$ cat config.mk
export PLATFORM = sky130hd
export DESIGN_NAME = conv_8x32_window_seq
export DESIGN_NICKNAME = d
export VERILOG_FILES = /design/src/rtl/conv_8x32_pkg.sv /design/src/rtl/conv_8x32_comp_less_or_eq.sv /design/src/rtl/conv_8x32_window_seq.sv
export SDC_FILE = /design/constraint.sdc
export NUM_CORES = 1
export LEC_CHECK = 0
export ABC_AREA = 1
export BUFFER_PORTS_ARGS = -buffer_cell sky130_fd_sc_hd__buf_2
export CORE_ASPECT_RATIO = 1.2
export CORE_MARGIN = 8
export CORE_UTILIZATION = 40
export CTS_BUF_LIST = sky130_fd_sc_hd__clkbuf_8
export DETAILED_ROUTE_END_ITERATION = 12
export HOLD_SLACK_MARGIN = 0.03
export PLACE_DENSITY = 0.55
export RECOVER_POWER = 50
export SYNTH_ARGS = -nofsm -noshare
export SYNTH_HDL_FRONTEND = slang
export SYNTH_HIERARCHICAL = 1
export SYNTH_SLANG_ARGS = --single-unit
$ cat constraint.sdc
create_clock -name clk -period 3.3 [get_ports clk]
set_clock_uncertainty 0.15 [all_clocks]
set_input_delay 0.825 -clock clk [delete_from_list [all_inputs] [get_ports clk]]
set_output_delay 0.825 -clock clk [all_outputs]
set_load 0.005 [all_outputs]
$ cat src/rtl/conv_8x32_pkg.sv
// Shared types and constants for the 8x32 convolution coprocessor.
package conv_8x32_pkg;

    localparam int unsigned CONV_DATA_WIDTH = 8;
    localparam int unsigned M_MAX           = 8;
    localparam int unsigned N_MAX           = 32;

    typedef enum logic [1:0] {
        IDLE,
        SETUP,
        RUN,
        DONE
    } state_t;

endpackage

$ cat src/rtl/conv_8x32_comp_less_or_eq.sv
// Unsigned a <= b comparator used for the sequencer loop bounds.
module conv_8x32_comp_less_or_eq #(
    parameter int unsigned WIDTH = 9
) (
    input  logic [WIDTH-1:0] a,
    input  logic [WIDTH-1:0] b,
    output logic             le
);

    assign le = (a <= b);

endmodule

$ cat src/rtl/conv_8x32_window_seq.sv
// Walks y[n] = sum_k h[k]*x[n-k] over the full linear convolution, one
// (x_addr, h_addr, y_addr) beat per valid tap, with a setup bubble per output.
module conv_8x32_window_seq
    import conv_8x32_pkg::*;
#(
    parameter int unsigned DATA_WIDTH = CONV_DATA_WIDTH
) (
    input  logic                  clk,
    input  logic                  rst,
    input  logic                  start_in,
    input  logic [DATA_WIDTH-1:0] m_len_in,
    input  logic [DATA_WIDTH-1:0] n_len_in,
    input  logic                  ready_in,
    output logic                  valid_out,
    output logic [DATA_WIDTH-1:0] x_addr_out,
    output logic [DATA_WIDTH-1:0] h_addr_out,
    output logic [DATA_WIDTH:0]   y_addr_out,
    output logic                  first_out,
    output logic                  last_out,
    output logic                  busy_out,
    output logic                  done_out
);

    localparam int unsigned IW = DATA_WIDTH + 1;

    state_t state, state_nxt;

    logic [DATA_WIDTH-1:0] m_len, n_len;
    logic [IW-1:0]         n_idx, k_idx, k_lo, k_hi;
    logic [IW-1:0]         n_m1, m_m1, n_end;
    logic                  n_past_x, n_in_h, k_at_hi;
    logic                  beat_ok;

    assign n_m1  = IW'(n_len) - IW'(1);
    assign m_m1  = IW'(m_len) - IW'(1);
    assign n_end = IW'(n_len) + IW'(m_len) - IW'(2);

    conv_8x32_comp_less_or_eq #(.WIDTH(IW)) u_cmp_lo (
        .a  (n_m1),
        .b  (n_idx),
        .le (n_past_x)
    );

    conv_8x32_comp_less_or_eq #(.WIDTH(IW)) u_cmp_hi (
        .a  (n_idx),
        .b  (m_m1),
        .le (n_in_h)
    );

    conv_8x32_comp_less_or_eq #(.WIDTH(IW)) u_cmp_last (
        .a  (k_hi),
        .b  (k_idx),
        .le (k_at_hi)
    );

    assign beat_ok = (state == RUN) && ready_in;

    always_ff @(posedge clk or posedge rst) begin
        if (rst) begin
            state <= IDLE;
        end else begin
            state <= state_nxt;
        end
    end

    always_comb begin
        state_nxt = state;
        case (state)
            IDLE: begin
                if (start_in) begin
                    state_nxt = (m_len_in == '0 || n_len_in == '0) ? DONE : SETUP;
                end
            end
            SETUP: state_nxt = RUN;
            RUN: begin
                if (ready_in && k_at_hi) begin
                    state_nxt = (n_idx == n_end) ? DONE : SETUP;
                end
            end
            DONE:    state_nxt = IDLE;
            default: state_nxt = IDLE;
        endcase
    end

    // Tap window for the current n is resolved once in SETUP and held in k_lo/k_hi.
    always_ff @(posedge clk or posedge rst) begin
        if (rst) begin
            m_len <= '0;
            n_len <= '0;
            n_idx <= '0;
            k_idx <= '0;
            k_lo  <= '0;
            k_hi  <= '0;
        end else begin
            case (state)
                IDLE: begin
                    if (start_in) begin
                        m_len <= m_len_in;
                        n_len <= n_len_in;
                        n_idx <= '0;
                    end
                end
                SETUP: begin
                    k_lo  <= n_past_x ? (n_idx - n_m1) : '0;
                    k_idx <= n_past_x ? (n_idx - n_m1) : '0;
                    k_hi  <= n_in_h ? n_idx : m_m1;
                end
                RUN: begin
                    if (beat_ok) begin
                        if (!k_at_hi) begin
                            k_idx <= k_idx + IW'(1);
                        end else if (n_idx != n_end) begin
                            n_idx <= n_idx + IW'(1);
                        end
                    end
                end
                default: ;
            endcase
        end
    end

    always_comb begin
        valid_out  = 1'b0;
        x_addr_out = '0;
        h_addr_out = '0;
        y_addr_out = '0;
        first_out  = 1'b0;
        last_out   = 1'b0;
        if (state == RUN) begin
            valid_out  = 1'b1;
            x_addr_out = DATA_WIDTH'(n_idx - k_idx);
            h_addr_out = DATA_WIDTH'(k_idx);
            y_addr_out = n_idx;
            first_out  = (k_idx == k_lo);
            last_out   = k_at_hi;
        end
        busy_out = (state == SETUP) || (state == RUN);
        done_out = (state == DONE);
    end

endmodule

==> results_dict.tcl <==
set metrics [dict create \
    status "completed" \
    ioPinCount 50 \
    diodes 0 \
    worstSetupPathType "flop to output pin" \
    yosys.area_share.adder_pct 16.8 \
    fin_area_mm2 0.00601 \
    drt-vias-per-instance 4.94 \
    fp.coreArea_mm2 0.0130 \
    critPathCaptureType "output pin" \
    hpwl_mm 12.4 \
    place_area_mm2 0.00582 \
    antenna_found_initial 0 \
    routabilityCongestion 0.851 \
    vias 5008 \
    hold-path-endpoint "k_hi[0]$_DFFE_PP0N_" \
    relSlewSlack_pct 6.54 \
    yosys.area.top_type "dfrtp_1" \
    synth_xor_area_share_pct 4.50 \
    max_cap_violations 0 \
    syn_inst 779 \
    regToRegSetupSlack_ns 0.35 \
    max_freq_ghz 0.311 \
    synth.distinct_cells 40 \
    cts.sinks 54 \
    dieArea_mm2 0.0171 \
    post-route-period-util_pct 97.5 \
    tightest_slew_ns 1.40 \
    grt_pass1_wl_mm 25.1 \
    muxShareOfSynthArea_pct 0 \
    drc_errors 0 \
    syn_area_mm2 0.00526 \
    initialDrtViolationCount 222 \
    yosysMostFrequentCell "nand2_1" \
    arrival_ns 2.24 \
    grt_max_degree 55 \
    area_growth_pct 14.2 \
    regToRegEndpoint "n_idx[6]$_DFFE_PP0P_" \
    r2r_start "m_len[1]$_DFFE_PP0P_" \
    io_buffers 49 \
    ys_seq_area_share_pct 25.7 \
    synth_compound_area_share_pct 12.8 \
    regArea_mm2 0.00135 \
    synth_area_leaders "dfrtp_1 26%, ha_1 16%, nand2_1 13%, inv_1 11%, a21oi_1 6.8%" \
    setup.worst_path.start_class "flop" \
    die_width_um 121 \
    ys_ff_latch 54 \
    drv_slew 0 \
    vdd_ir_drop_max_mv 0.402 \
    routedWlPerCell_um 15.2 \
    r2r.worst_path.cells 18 \
    async_flop_share_pct 100 \
    hp-start "k_hi[0]$_DFFE_PP0N_" \
    finalHoldViolCount 0 \
    leakage_nw 3.34 \
    die_y_um 142 \
    start_util_pct 40.4 \
    finalSetupViolCount 0 \
    avgSynthCellArea_um2 6.75 \
    holdCritPathClass "flop to flop" \
    synth_top_family_by_area "simple AND/OR/NAND/NOR gates" \
    synth_top_area_share_pct 25.7 \
    cts_buffers 5 \
    synth_ff_type "dfrtp_1" \
    synth_edf_count 0 \
    rsz0062_at_grt "yes" \
    synth_common_cells "184 x nand2_1, 150 x inv_1, 71 x a21oi_1" \
    synthesis.nets 868 \
    clk_pin_slew_ns 0.11 \
    drt-pass1-iter-count 5 \
    grt_pass1_vias 4905 \
    crit_fanout 3 \
    gr-usage-all-layers_pct 18.4 \
    hold_depth 2 \
    nFillCells 1397 \
    synthSimpleGateAreaFrac_pct 27.4 \
    rows 46 \
    clk_root_buffer_cell "clkbuf_8" \
    clock_latency_ns 0.33 \
    finalWirelength_mm 15.4 \
    period_needed_ns 3.22 \
    cp.required_ns 2.32 \
    power_density_mw_per_mm2 926 \
    ant_nets 0 \
    ys_warn_count 6 \
    drive_gt1_share_pct 14.8 \
    cts_tree "built" \
    clock_tree.buffer_depth 2 \
    total_power_mw 5.56 \
    multi_input_area_mm2 0.00331 \
    nets 933 \
    gr-total-overflow 0 \
    postCtsHoldBufs 0 \
    cts.htree.levels 2 \
]
-- routing by layer --
metal  part of all wire, %  up-vias  GRT usage [%]
met3                   3.3       21           2.66
met4                   2.3        0           5.93
met2                    50       96           32.3
met1                    45     2283           22.5
li1                      -     2608              -
met5                     0        -              0
-- worst max-delay path by stage --
stage,start,to,slack (ns),cells past startpoint
after global placement,m_len[1]$_DFFE_PP0P_,n_idx[4]$_DFFE_PP0P_,0.21,18
after floorplan,n_idx[0]$_DFFE_PP0P_,x_addr_out[6],0.45,13
after CTS,n_idx[0]$_DFFE_PP0P_,x_addr_out[6],0.0004,14
final,n_idx[0]$_DFFE_PP0P_,x_addr_out[6],0.08,14
after detailed placement,n_idx[0]$_DFFE_PP0P_,x_addr_out[6],0.19,14
after global routing,n_idx[0]$_DFFE_PP0P_,x_addr_out[6],-0.09,14
-- final cells by class --
type / instances / share of cell area, %
tap: 168 / 3.50
inverter: 154 / 9.62
sequential: 54 / 22.5
clock inverter: 3 / 0.396
multi-input combinational: 551 / 55.2
timing repair buffer: 78 / 7.65
clock buffer: 5 / 1.15
-- sequential cells by signal, summed over array words and instances (netlist names) --
name,count
k_hi,9
k_idx,9
k_lo,9
n_idx,9
m_len,8
n_len,8
state,2
-- placed cells by master (no fill, tap or decap), types with 3 or more instances in the layout --
master	n
xnor2_1	5
buf_4	28
o22ai_1	3
inv_1	145
ha_1	63
a21oi_1	70
clkbuf_8	5
nor2_1	56
dfrtp_1	53
buf_2	48
nand4_1	15
nor3_1	8
o211ai_1	4
or2_2	4
o21ai_0	38
inv_2	7
nand3b_1	6
nor2_2	4
nand2_2	9
xor2_1	22
ha_4	3
nor4_1	4
nand2_1	182
nand3_1	31
nor2_4	3
-- power by group --
group | switching, mW | internal (mW) | leakage [nW]
Sequential | 0.200 | 0.912 | 0.672
Combinational | 2.53 | 1.51 | 2.63
Clock | 0.253 | 0.153 | 0.0408
Total | 2.98 | 2.58 | 3.34
-- per-stage QoR --
step           utilization [%]  hold slack [ns]  setup slack, ns  TNS (ns)  cells
3_5_place_dp              44.7            0.336            0.192         0   1002
6_report                  46.2            0.351           0.0835         0   1013
4_1_cts                   45.6            0.362         0.000407         0   1011
5_1_grt                   46.2            0.391          -0.0875   -0.0875   1013
3_3_place_gp              44.7            0.332            0.212         0   1002
2_1_floorplan                -            0.303            0.447         0    779
-- what timing repair did --
action / 4_1_cts / 5_1_grt
gates resized for setup: 8 / 12
setup buffers: 1 / 2
pin swaps: 3 / 3
endpoints found under the setup margin: 1 / 15
-- cell families (layout without fill, tap and decap cells) --
logic type | Yosys count | in the layout
buf+inv | 174 | 240
flops | 54 | 54
compound gates | 127 | 127
fa+ha+maj | 69 | 69
xor+xnor | 27 | 27
simple gates | 328 | 328
-- worst max-delay path, stage by stage (launching register included) --
cell and delay, ns:
dfrtp_1 0.40, inv_2 0.10, ha_4 0.14, inv_2 0.03
fa_2 0.33, nand2_2 0.07, inv_2 0.04, o21ai_2 0.12
nand2_2 0.07, nand2_1 0.07, nand2_1 0.06, a21oi_2 0.14
o21ai_1 0.07, a21oi_1 0.14, buf_2 0.13
No activity file was read; power rests on OpenSTA's default activity.
